**src/rtl/reflet_vga_layer_mixer_pkg.sv**
```systemverilog
// Shared constants and helpers for the reflet_VGA layer mixer.
// Contents:
//   NumChannels - colour channels per pixel (R, G, B)
//   rgb_width   - packed {R,G,B} width for a given channel depth
//   alpha_full  - 2^alpha_depth, the blend denominator A
package reflet_vga_layer_mixer_pkg;

    localparam int unsigned NumChannels = 3;

    function automatic int unsigned rgb_width(input int unsigned color_depth);
        return NumChannels * color_depth;
    endfunction

    function automatic int unsigned alpha_full(input int unsigned alpha_depth);
        return 32'd1 << alpha_depth;
    endfunction

endpackage

```
**src/rtl/reflet_vga_blend_stage.sv**
```systemverilog
// One compositing stage: folds a single layer into the running accumulator.
// Ports:
//   i_clk, i_reset        pixel clock, async active-high reset
//   i_acc                 accumulated {R,G,B} from the stage below
//   i_h_sync/i_v_sync     syncs travelling with the pixel
//   i_valid               visible-area flag travelling with the pixel
//   i_mode                blend mode of this pixel (1 = alpha, 0 = priority)
//   i_en                  shadowed enable for this layer
//   i_rgb, i_a            this layer's colour and alpha, already skewed to meet i_acc
//   o_acc, o_h_sync, o_v_sync, o_valid   registered results for the next stage
module reflet_vga_blend_stage
    import reflet_vga_layer_mixer_pkg::*;
#(
    parameter int unsigned ColorDepth = 2,
    parameter int unsigned AlphaDepth = 2,
    parameter bit          SyncActive = 1'b0
) (
    input  logic                              i_clk,
    input  logic                              i_reset,
    input  logic [NumChannels*ColorDepth-1:0] i_acc,
    input  logic                              i_h_sync,
    input  logic                              i_v_sync,
    input  logic                              i_valid,
    input  logic                              i_mode,
    input  logic                              i_en,
    input  logic [NumChannels*ColorDepth-1:0] i_rgb,
    input  logic [AlphaDepth-1:0]             i_a,
    output logic [NumChannels*ColorDepth-1:0] o_acc,
    output logic                              o_h_sync,
    output logic                              o_v_sync,
    output logic                              o_valid
);

    localparam int unsigned     RgbW     = rgb_width(ColorDepth);
    localparam int unsigned     IntW     = ColorDepth + AlphaDepth + 1;
    localparam int unsigned     AlphaMax = alpha_full(AlphaDepth) - 1;
    localparam logic [IntW-1:0] ColorMax = IntW'((32'd1 << ColorDepth) - 1);

    logic [IntW-1:0] w_a;
    logic [IntW-1:0] w_na;
    logic [RgbW-1:0] w_mix;
    logic [RgbW-1:0] w_acc_d;

    logic [RgbW-1:0] r_acc;
    logic            r_h_sync;
    logic            r_v_sync;
    logic            r_valid;

    assign w_a  = IntW'(i_a);
    assign w_na = IntW'(alpha_full(AlphaDepth)) - w_a;

    for (genvar ch = 0; ch < NumChannels; ch++) begin : g_ch
        logic [IntW-1:0] w_c;
        logic [IntW-1:0] w_p;
        logic [IntW-1:0] w_sum;
        logic [IntW-1:0] w_shr;

        assign w_c   = IntW'(i_rgb[ch*ColorDepth +: ColorDepth]);
        assign w_p   = IntW'(i_acc[ch*ColorDepth +: ColorDepth]);
        assign w_sum = w_c * w_a + w_p * w_na;
        assign w_shr = w_sum >> AlphaDepth;
        // Defensive clamp: the sum is at most (2^cd-1)<<ad, so this never fires.
        assign w_mix[ch*ColorDepth +: ColorDepth] =
            (w_shr > ColorMax) ? ColorMax[ColorDepth-1:0] : w_shr[ColorDepth-1:0];
    end

    always_comb begin
        w_acc_d = i_acc;
        if (i_en && (i_a != '0)) begin
            if ((i_a == AlphaDepth'(AlphaMax)) || !i_mode) begin
                w_acc_d = i_rgb;
            end else begin
                w_acc_d = w_mix;
            end
        end
    end

    always_ff @(posedge i_clk or posedge i_reset) begin
        if (i_reset) begin
            r_acc    <= '0;
            r_h_sync <= ~SyncActive;
            r_v_sync <= ~SyncActive;
            r_valid  <= 1'b0;
        end else begin
            r_acc    <= w_acc_d;
            r_h_sync <= i_h_sync;
            r_v_sync <= i_v_sync;
            r_valid  <= i_valid;
        end
    end

    assign o_acc    = r_acc;
    assign o_h_sync = r_h_sync;
    assign o_v_sync = r_v_sync;
    assign o_valid  = r_valid;

endmodule

```
**src/rtl/reflet_vga_layer_mixer.sv**
```systemverilog
// Pipelined N-layer alpha compositor feeding the VGA DAC pins.
// Latency is Layers+1 clocks for colour, syncs and valid; one pixel per clock.
// Ports:
//   i_clk, i_reset            pixel clock, async active-high reset
//   i_pix_valid               visible-area pixel (0 = blanking)
//   i_h_sync, i_v_sync        raw syncs from the timing generator
//   i_layer_rgb, i_layer_a    per-layer {R,G,B} and alpha, layer i in slot i (0 = bottom)
//   i_bg_rgb                  background {R,G,B}
//   i_layer_en                layer enables, taken once per frame at v_sync assertion
//   i_blend_mode              1 = alpha blend, 0 = priority
//   o_r, o_g, o_b             composited colour, zero while blanking
//   o_h_sync, o_v_sync        delayed syncs
//   o_valid                   delayed pix_valid
module reflet_vga_layer_mixer
    import reflet_vga_layer_mixer_pkg::*;
#(
    parameter int unsigned ColorDepth = 2,
    parameter int unsigned AlphaDepth = 2,
    parameter int unsigned Layers     = 3,
    parameter bit          SyncActive = 1'b0
) (
    input  logic                                     i_clk,
    input  logic                                     i_reset,
    input  logic                                     i_pix_valid,
    input  logic                                     i_h_sync,
    input  logic                                     i_v_sync,
    input  logic [Layers*NumChannels*ColorDepth-1:0] i_layer_rgb,
    input  logic [Layers*AlphaDepth-1:0]             i_layer_a,
    input  logic [NumChannels*ColorDepth-1:0]        i_bg_rgb,
    input  logic [Layers-1:0]                        i_layer_en,
    input  logic                                     i_blend_mode,
    output logic [ColorDepth-1:0]                    o_r,
    output logic [ColorDepth-1:0]                    o_g,
    output logic [ColorDepth-1:0]                    o_b,
    output logic                                     o_h_sync,
    output logic                                     o_v_sync,
    output logic                                     o_valid
);

    localparam int unsigned RgbW = rgb_width(ColorDepth);
    // Skewed word per layer: {mode, alpha, rgb}. Mode rides along so it stays with its pixel.
    localparam int unsigned SkewW = 1 + AlphaDepth + RgbW;

    // Input stage
    logic [Layers*RgbW-1:0]       r_layer_rgb;
    logic [Layers*AlphaDepth-1:0] r_layer_a;
    logic [RgbW-1:0]              r_bg;
    logic                         r_mode;
    logic                         r_h_sync;
    logic                         r_v_sync;
    logic                         r_valid;
    logic [Layers-1:0]            r_en_sh;

    always_ff @(posedge i_clk or posedge i_reset) begin
        if (i_reset) begin
            r_layer_rgb <= '0;
            r_layer_a   <= '0;
            r_bg        <= '0;
            r_mode      <= 1'b0;
            r_h_sync    <= ~SyncActive;
            r_v_sync    <= ~SyncActive;
            r_valid     <= 1'b0;
        end else begin
            r_layer_rgb <= i_layer_rgb;
            r_layer_a   <= i_layer_a;
            r_bg        <= i_bg_rgb;
            r_mode      <= i_blend_mode;
            r_h_sync    <= i_h_sync;
            r_v_sync    <= i_v_sync;
            r_valid     <= i_pix_valid;
        end
    end

    // Enable shadow: reload only on the clock where the registered v_sync turns active,
    // so mid-frame enable changes never tear and a long pulse reloads once.
    always_ff @(posedge i_clk or posedge i_reset) begin
        if (i_reset) begin
            r_en_sh <= '1;
        end else if ((i_v_sync == SyncActive) && (r_v_sync != SyncActive)) begin
            r_en_sh <= i_layer_en;
        end
    end

    // Compositing chain; element 0 is the input stage, element Layers feeds the pins.
    logic [RgbW-1:0]  w_acc   [Layers+1];
    logic             w_hs    [Layers+1];
    logic             w_vs    [Layers+1];
    logic             w_valid [Layers+1];
    logic [SkewW-1:0] w_word  [Layers];
    logic [SkewW-1:0] w_skew  [Layers];

    assign w_acc[0]   = r_bg;
    assign w_hs[0]    = r_h_sync;
    assign w_vs[0]    = r_v_sync;
    assign w_valid[0] = r_valid;

    for (genvar i = 0; i < Layers; i++) begin : g_layer
        assign w_word[i] = {r_mode, r_layer_a[i*AlphaDepth +: AlphaDepth],
                            r_layer_rgb[i*RgbW +: RgbW]};

        // Layer i is delayed i extra clocks so it meets the accumulator at stage i+1.
        if (i == 0) begin : g_noskew
            assign w_skew[i] = w_word[i];
        end else begin : g_skew
            logic [SkewW-1:0] r_dly [i];

            always_ff @(posedge i_clk or posedge i_reset) begin
                if (i_reset) begin
                    for (int k = 0; k < i; k++) begin
                        r_dly[k] <= '0;
                    end
                end else begin
                    r_dly[0] <= w_word[i];
                    for (int k = 1; k < i; k++) begin
                        r_dly[k] <= r_dly[k-1];
                    end
                end
            end

            assign w_skew[i] = r_dly[i-1];
        end

        reflet_vga_blend_stage #(
            .ColorDepth (ColorDepth),
            .AlphaDepth (AlphaDepth),
            .SyncActive (SyncActive)
        ) u_stage (
            .i_clk    (i_clk),
            .i_reset  (i_reset),
            .i_acc    (w_acc[i]),
            .i_h_sync (w_hs[i]),
            .i_v_sync (w_vs[i]),
            .i_valid  (w_valid[i]),
            .i_mode   (w_skew[i][SkewW-1]),
            .i_en     (r_en_sh[i]),
            .i_rgb    (w_skew[i][RgbW-1:0]),
            .i_a      (w_skew[i][RgbW +: AlphaDepth]),
            .o_acc    (w_acc[i+1]),
            .o_h_sync (w_hs[i+1]),
            .o_v_sync (w_vs[i+1]),
            .o_valid  (w_valid[i+1])
        );
    end

    // Output stage: blank colour outside the visible area, syncs pass untouched.
    logic [RgbW-1:0] w_rgb_out;

    assign w_rgb_out = w_valid[Layers] ? w_acc[Layers] : '0;
    assign o_r       = w_rgb_out[2*ColorDepth +: ColorDepth];
    assign o_g       = w_rgb_out[ColorDepth +: ColorDepth];
    assign o_b       = w_rgb_out[0 +: ColorDepth];
    assign o_h_sync  = w_hs[Layers];
    assign o_v_sync  = w_vs[Layers];
    assign o_valid   = w_valid[Layers];

endmodule

```
**config.mk**
```make
export PLATFORM = sky130hd
export DESIGN_NAME = reflet_vga_layer_mixer
export DESIGN_NICKNAME = d
export VERILOG_FILES = /design/src/rtl/reflet_vga_layer_mixer_pkg.sv /design/src/rtl/reflet_vga_blend_stage.sv /design/src/rtl/reflet_vga_layer_mixer.sv
export SDC_FILE = /design/constraint.sdc
export NUM_CORES = 1
export LEC_CHECK = 0
export ABC_AREA = 1
export ABC_CLOCK_PERIOD_IN_PS = 3650
export BUFFER_PORTS_ARGS = -buffer_cell sky130_fd_sc_hd__buf_2
export CORE_AREA = 2 2 83 117
export DETAILED_ROUTE_END_ITERATION = 6
export DIE_AREA = 0 0 85 119
export GPL_TIMING_DRIVEN = 0
export PLACE_DENSITY = 0.79
export SLEW_MARGIN = 20
export SYNTH_ARGS = -nofsm -noshare
export SYNTH_HDL_FRONTEND = slang
export SYNTH_SLANG_ARGS = --single-unit
```
**constraint.sdc**
```tcl
create_clock -name i_clk -period 3.65 [get_ports i_clk]
set_clock_uncertainty 0.1 [all_clocks]
set_input_delay 0.73 -clock i_clk [delete_from_list [all_inputs] [get_ports i_clk]]
set_output_delay 0.73 -clock i_clk [all_outputs]
set_load 0.02 [all_outputs]
```
After elaboration in Yosys (flattened, before gate mapping). Index checks and enable logic that the tools add are counted.

Equality and inequality tests: 3. $add $sub $neg: 12. Multipliers: 18. Reduce and logical (&&, ||, !) cells: 13. Order comparisons: 9. Mux-type cells: 16. Bitwise gates (word level): 1.

Operators with widths (count): $add A5 B5 Y5 (9); $mul A2 B5 Y5 (9); $mux W6 (7); $mul A2 B2 Y4 (9); $gt A3 B2 Y1 const B (9); $mux W2 (9); $sub A3 B2 Y4 const A (3); $eq A2 B2 Y1 const B (3); $reduce_bool A2 Y1 (3); $logic_and A1 B1 Y1 (4); $logic_not A1 Y1 (3); $logic_or A1 B1 Y1 (3); $not A1 Y1 (1).

Output and inout bits: 9. Register bits after elaboration: 91. Logic and storage cells: 95. Bits of input ports: 39.

Logic depth before layout (Yosys ltp).
Depth after elaboration: 7. Mapped depth: 16. Mapped depth without buffers: 15.

By module. From an unflattened synthesis, not the netlist that was laid out.

Cells, all modules: 588. Area, all modules: 5297.6 µm².

By module, submodules not included: reflet_vga_blend_stage (area each 1206.2 µm², times used 3, sequential area each 227.7 µm², cells each 167); reflet_vga_layer_mixer (area each 1679.1 µm², times used 1, sequential area each 1582.8 µm², cells each 87).

Least setup slack after synthesis. OpenSTA, ideal clock, no wires.

Path type: reg-to-reg. Start point: reg g_layer[1].g_skew.r_dly[6] (netlist bit). End point: reg g_layer[1].u_stage.r_acc[3]. Clock period less this slack: 2580 ps. Arrival time: 2364 ps. Library setup time: 116 ps. Setup slack: 1070 ps. Cell stages (with the launch flop): 13. Buffers on the path: 1. Data required time: 3434 ps. Path through: dfrtp_1 buf_6 nand2_1 inv_1 ha_1 ha_1 fa_1 fa_1 xor2_1 nor2_1 nand3_1 nand2_1 nand2_1.

Longest elaborated chain between the ends: 7. Elaborated cells between the ends (all ways): 12. Classes of those cells: add/sub (2); mul (2); order compare (1); eq/ne (1); mux (3); reduce/logical (3).

Ends and longest elaborated chain: start: declaration (line reflet_vga_layer_mixer.sv:105) `logic [SkewW-1:0] r_dly [i];`; start signal: indexed assignment (line reflet_vga_layer_mixer.sv:115) `r_dly[k] <= r_dly[k-1];`; $sub A3 B2 Y4 (line reflet_vga_blend_stage.sv:50) `assign w_na = IntW'(alpha_full(AlphaDepth)) - w_a;`; $mul A2 B5 Y5 (line reflet_vga_blend_stage.sv:60) `assign w_sum = w_c * w_a + w_p * w_na;`; $add A5 B5 Y5 (line reflet_vga_blend_stage.sv:60); $gt A3 B2 Y1 (line reflet_vga_blend_stage.sv:64) `(w_shr > ColorMax) ? ColorMax[ColorDepth-1:0] : w_shr[ColorDepth-1:0];`; $mux W2 (line reflet_vga_blend_stage.sv:64); $mux W6 (line reflet_vga_blend_stage.sv:70) `if ((i_a == AlphaDepth'(AlphaMax)) || !i_mode) begin`; $mux W6 * (line reflet_vga_blend_stage.sv:69) `if (i_en && (i_a != '0)) begin`; net g_layer[1].u_stage.w_acc_d[3] (line reflet_vga_blend_stage.sv:42) `logic [RgbW-1:0] w_acc_d;`; end signal: assignment (line reflet_vga_blend_stage.sv:85) `r_acc <= w_acc_d;`; end: declaration (line reflet_vga_blend_stage.sv:44) `logic [RgbW-1:0] r_acc;`.

The timed path passes the listed nets; every way through them passes the cells marked *. A chain may end at the register's enable or synchronous reset.

Worst setup path in the final report.
Start point: reg g_layer[2].g_skew.r_dly[7] (netlist bit). End point: reg g_layer[2].u_stage.r_acc[2].

Longest elaborated chain between the ends: 7. Elaborated cells between the ends (all ways): 12. Classes of those cells: add/sub (2); mul (2); order compare (1); eq/ne (1); mux (3); reduce/logical (3).

Ends and longest elaborated chain (line): start: declaration (reflet_vga_layer_mixer.sv:105); start signal: indexed assignment (reflet_vga_layer_mixer.sv:115); $sub A3 B2 Y4 (reflet_vga_blend_stage.sv:50); $mul A2 B5 Y5 (reflet_vga_blend_stage.sv:60); $add A5 B5 Y5 (reflet_vga_blend_stage.sv:60); $gt A3 B2 Y1 (reflet_vga_blend_stage.sv:64); $mux W2 (reflet_vga_blend_stage.sv:64); $mux W6 (reflet_vga_blend_stage.sv:70); $mux W6 * (reflet_vga_blend_stage.sv:69); net g_layer[2].u_stage.w_acc_d[2] (reflet_vga_blend_stage.sv:42); end signal: assignment (reflet_vga_blend_stage.sv:85); end: declaration (reflet_vga_blend_stage.sv:44).

Marked as above.

==> summary.md <==
| Metric | Value |
|---|---|
| Core ar. | 9196 um2 |
| CTS Buf Count | 9 |
| Setup bufs post-CTS | 0 |
| Avg Inst Size Synth | approximately 8.9 um2 |
| Fin crit share | 0.7826 |
| Peak Freq | between 0.3 and 0.4 GHz |
| Worst EP arrival | 2.99 ns |
| Wire per inst | 12.07 um |
| Worst min-delay path category | reg2reg |
| Hold path depth | 0 |
| NumNets Final | around 800 |
| Pleak | approximately 0.0037 uW |
| Post-detail-place hpwl | roughly 7.6 mm |
| Vias | 3871 |
| Root Driver | clkbuf_16 |
| Worst Hold Path EP | g_layer[2].g_skew.r_dly[16] |
| GPL Wtd Cong | 0.9168 |
| CTS tree | done |
| Vias in the first global route | about 4000 |
| Synth top area cells | dfrtp_1, ha_1, nand2_1 |
| Clock tree sinks | 90 |
| Drt pass-1 iters | 4 |
| WP buf/inv | 1 |
| Drt total wl | 9.352 mm |
| Reg2reg path depth | 10 |
| Ys async rst share | 1.000 |
| Setup violators final | 0 |
| Max Transition Viols Final | 0 |
| Htree depth | 3 |
| Outcome | finished, final reports clean |
| Count of final hold-check violations | 0 |
| Starting DRT DRC Count | between 100 and 150 |
| Worst-case clock buffer depth | 2 |
| Worst path slowest cell | dfrtp_1 |
| Total GRT Usage | 0.2014 |
| Row count | 42 |
| Crit path time final | around 2.9 ns |
| Seq/Total Area, Yosys | 0.4241 |
| P per Cell Area | roughly 460 nW/um2 |
| R2R Setup Slk | ~0.8 ns |
| Capturing point of the worst reg2reg path | g_layer[2].u_stage.o_acc[2] |
| I/O Pins | 48 |
| Slew margin rel. | 0.7109 |
| First-pass GRT wire length | between 15 and 20 mm |
| Critical Path Fanout Max | 8 |
| Hold Path Origin | r_layer_a[5] |
| Post-Syn Area | approximately 5300 um2 |
| CP Launch Type | flip-flop |
| Commonest cells post-synth | nand2_1, inv_1, dfrtp_1 |
| Critical setup path kind | reg2reg |
| Post-route DRC violation count | 0 |
| Crit path max-delay family | adder cells |
| Library cells used by synthesis | 19 |
| Top layer in use | met4 |
| Worst Max-Slew Pin Slew | ~0.43 ns |
| Drt via density | between 4 and 5 |
| Max incr delay on CP | 0.52 ns |
| Initial antenna violation count | 0 |
| Resized Gates After CTS | 0 |
| Layout area overhead | 13.63% |
| Mapped Nets | between 700 and 800 |
| Met3 WL post-DR | 380 um |
| Top-area cell type share of the netlist area | 0.3700 |
| CTS Hold Bufs | 0 |
| Most common cell in the netlist | nand2_1 |
| DIE WIDTH | around 85 um |
| Clock Latency Late Sink | between 0.3 and 0.4 ns |
| CP Cell Sequence | inv_1, ha_1, nand2_1, fa_1, nor3_1, fa_1, nor2_1, nand3_1, nand2_1, nand2_1 |
| RR Startpoint | g_layer[2].g_skew.r_dly[7] |
| Synthesis-stage register bit count | 90 |
| Nature of the critical path endpoint | flip-flop |
| IO buf count | 47 |
| CP required | about 3.8 ns |
| Post-route ant nets | 0 |
| Number of enable flip-flop cells after synthesis | 0 |
| N_diodes | 0 |
| Setup_tns | 0 ns |
| Die Area | about 10000 um2 |
| Worst-path clk slew | roughly 0.070 ns |
| Unrepaired setup endpoints after global routing | no |
| Met1 wire length | between 3 and 4 mm |
| Synth warn | 0 |
| Maxcap violations | 0 |
| Yosys top cell by area | dfrtp_1 |
| Peak supply drop | 0.3982 mV |
| Gr ovfl total | 0 |
| Top FF cell, synth | dfrtp_1 |
| Hold Worst Slack | 0.2377 ns |
| Initial Utilization | 0.5810 |
| Most used cell, CP | nand2_1 |
| Largest net degree at the start of global routing | 57 |
| Die Y | 119 um |
| Syn Inst Count | 601 |
| Proportion of layout cells with a drive suffix above 1 | 0.1714 |
| Wire length on met2 | ~5.2 mm |
where the power goes:
part / leakage (uW) / switching, uW / internal (uW)
sequential: 0.00104 / 65.2 / 1090
combinational: 0.00253 / 364 / 251
clock: 0.000154 / 391 / 605
cell type report:
cell class | count | area (um2)
Fill cell | 706 | 3126
Multi-Input combinational cell | 364 | 2487
Sequential cell | 90 | 2266
Inverter | 138 | 520.5
Timing Repair Buffer | 48 | 262.8
Clock buffer | 9 | 225.2
Tap cell | 110 | 137.6
Clock inverter | 7 | 100.1
Buffer | 9 | 71.32
sequential cells by signal, summed over array words and instances, names as in the netlist:
register / flops
r_en_sh: 3
r_layer_a: 6
g_layer.g_skew.r_dly: 26
r_valid: 1
g_layer.u_stage.o_valid: 3
r_bg: 6
g_layer.u_stage.o_h_sync: 3
r_layer_rgb: 18
g_layer.u_stage.o_acc: 18
r_h_sync: 1
r_v_sync: 1
g_layer.u_stage.o_v_sync: 3
r_mode: 1
kinds of logic (layout without fill, tap and decap cells):
logic type                 Yosys count  count (layout)  share of synthesized area
and+or+nand+nor                    247             247                     0.1986
buffers and inverters              147             211                     0.1103
DFF                                 90              90                     0.4241
adders and majority gates           78              78                     0.2206
AOI/OAI and AO/OA                   27              27                    0.02529
xor gates and xnor gates             9               9                    0.01475
muxes                                3               3                   0.006323
routing by layer:
layer,track usage,vias up
met3,0.04019,44
met5,0,-
met4,0.1220,0
met2,0.3760,100
met1,0.1980,1809
li1,-,1918
worst max-delay path by stage:
stage	start	slack [ns]	cells after the start	end
after global placement	i_reset	-0.31	2	g_layer[2].g_skew.r_dly[12]
after detailed placement	r_layer_a[1]	0.81	10	g_layer[0].u_stage.o_acc[4]
after global routing	r_layer_a[1]	0.60	10	g_layer[0].u_stage.o_acc[4]
final	g_layer[2].g_skew.r_dly[7]	0.79	10	g_layer[2].u_stage.o_acc[2]
after floorplan	i_reset	0.50	1	g_layer[0].u_stage.o_acc[0]
after CTS	g_layer[2].g_skew.r_dly[7]	0.79	10	g_layer[2].u_stage.o_acc[4]
per-stage QoR:
stage	instance area, um2	utilization	setup WS [ns]	cells	power (uW)
floorplan	5343	-	0.5029	601	1626
global placement	5715	0.6215	-0.3055	758	1743
detailed placement	5746	0.6248	0.8077	759	1792
CTS	6071	0.6601	0.7880	775	2799
global route	6071	0.6601	0.6049	775	2941
finish	6071	0.6601	0.7933	775	2768
placed cells by master (no fill, tap or decap), drive strengths merged:
cell type	instances
a21oi	27
buf	57
bufinv	2
clkbuf	9
clkinv	1
clkinvlp	2
dfrtp	79
dfstp	11
fa	27
ha	51
inv	140
mux2	3
nand2	175
nand3	36
nor2	27
nor3	9
xor2	9
Note: power is estimated with default switching activity, not from simulation.
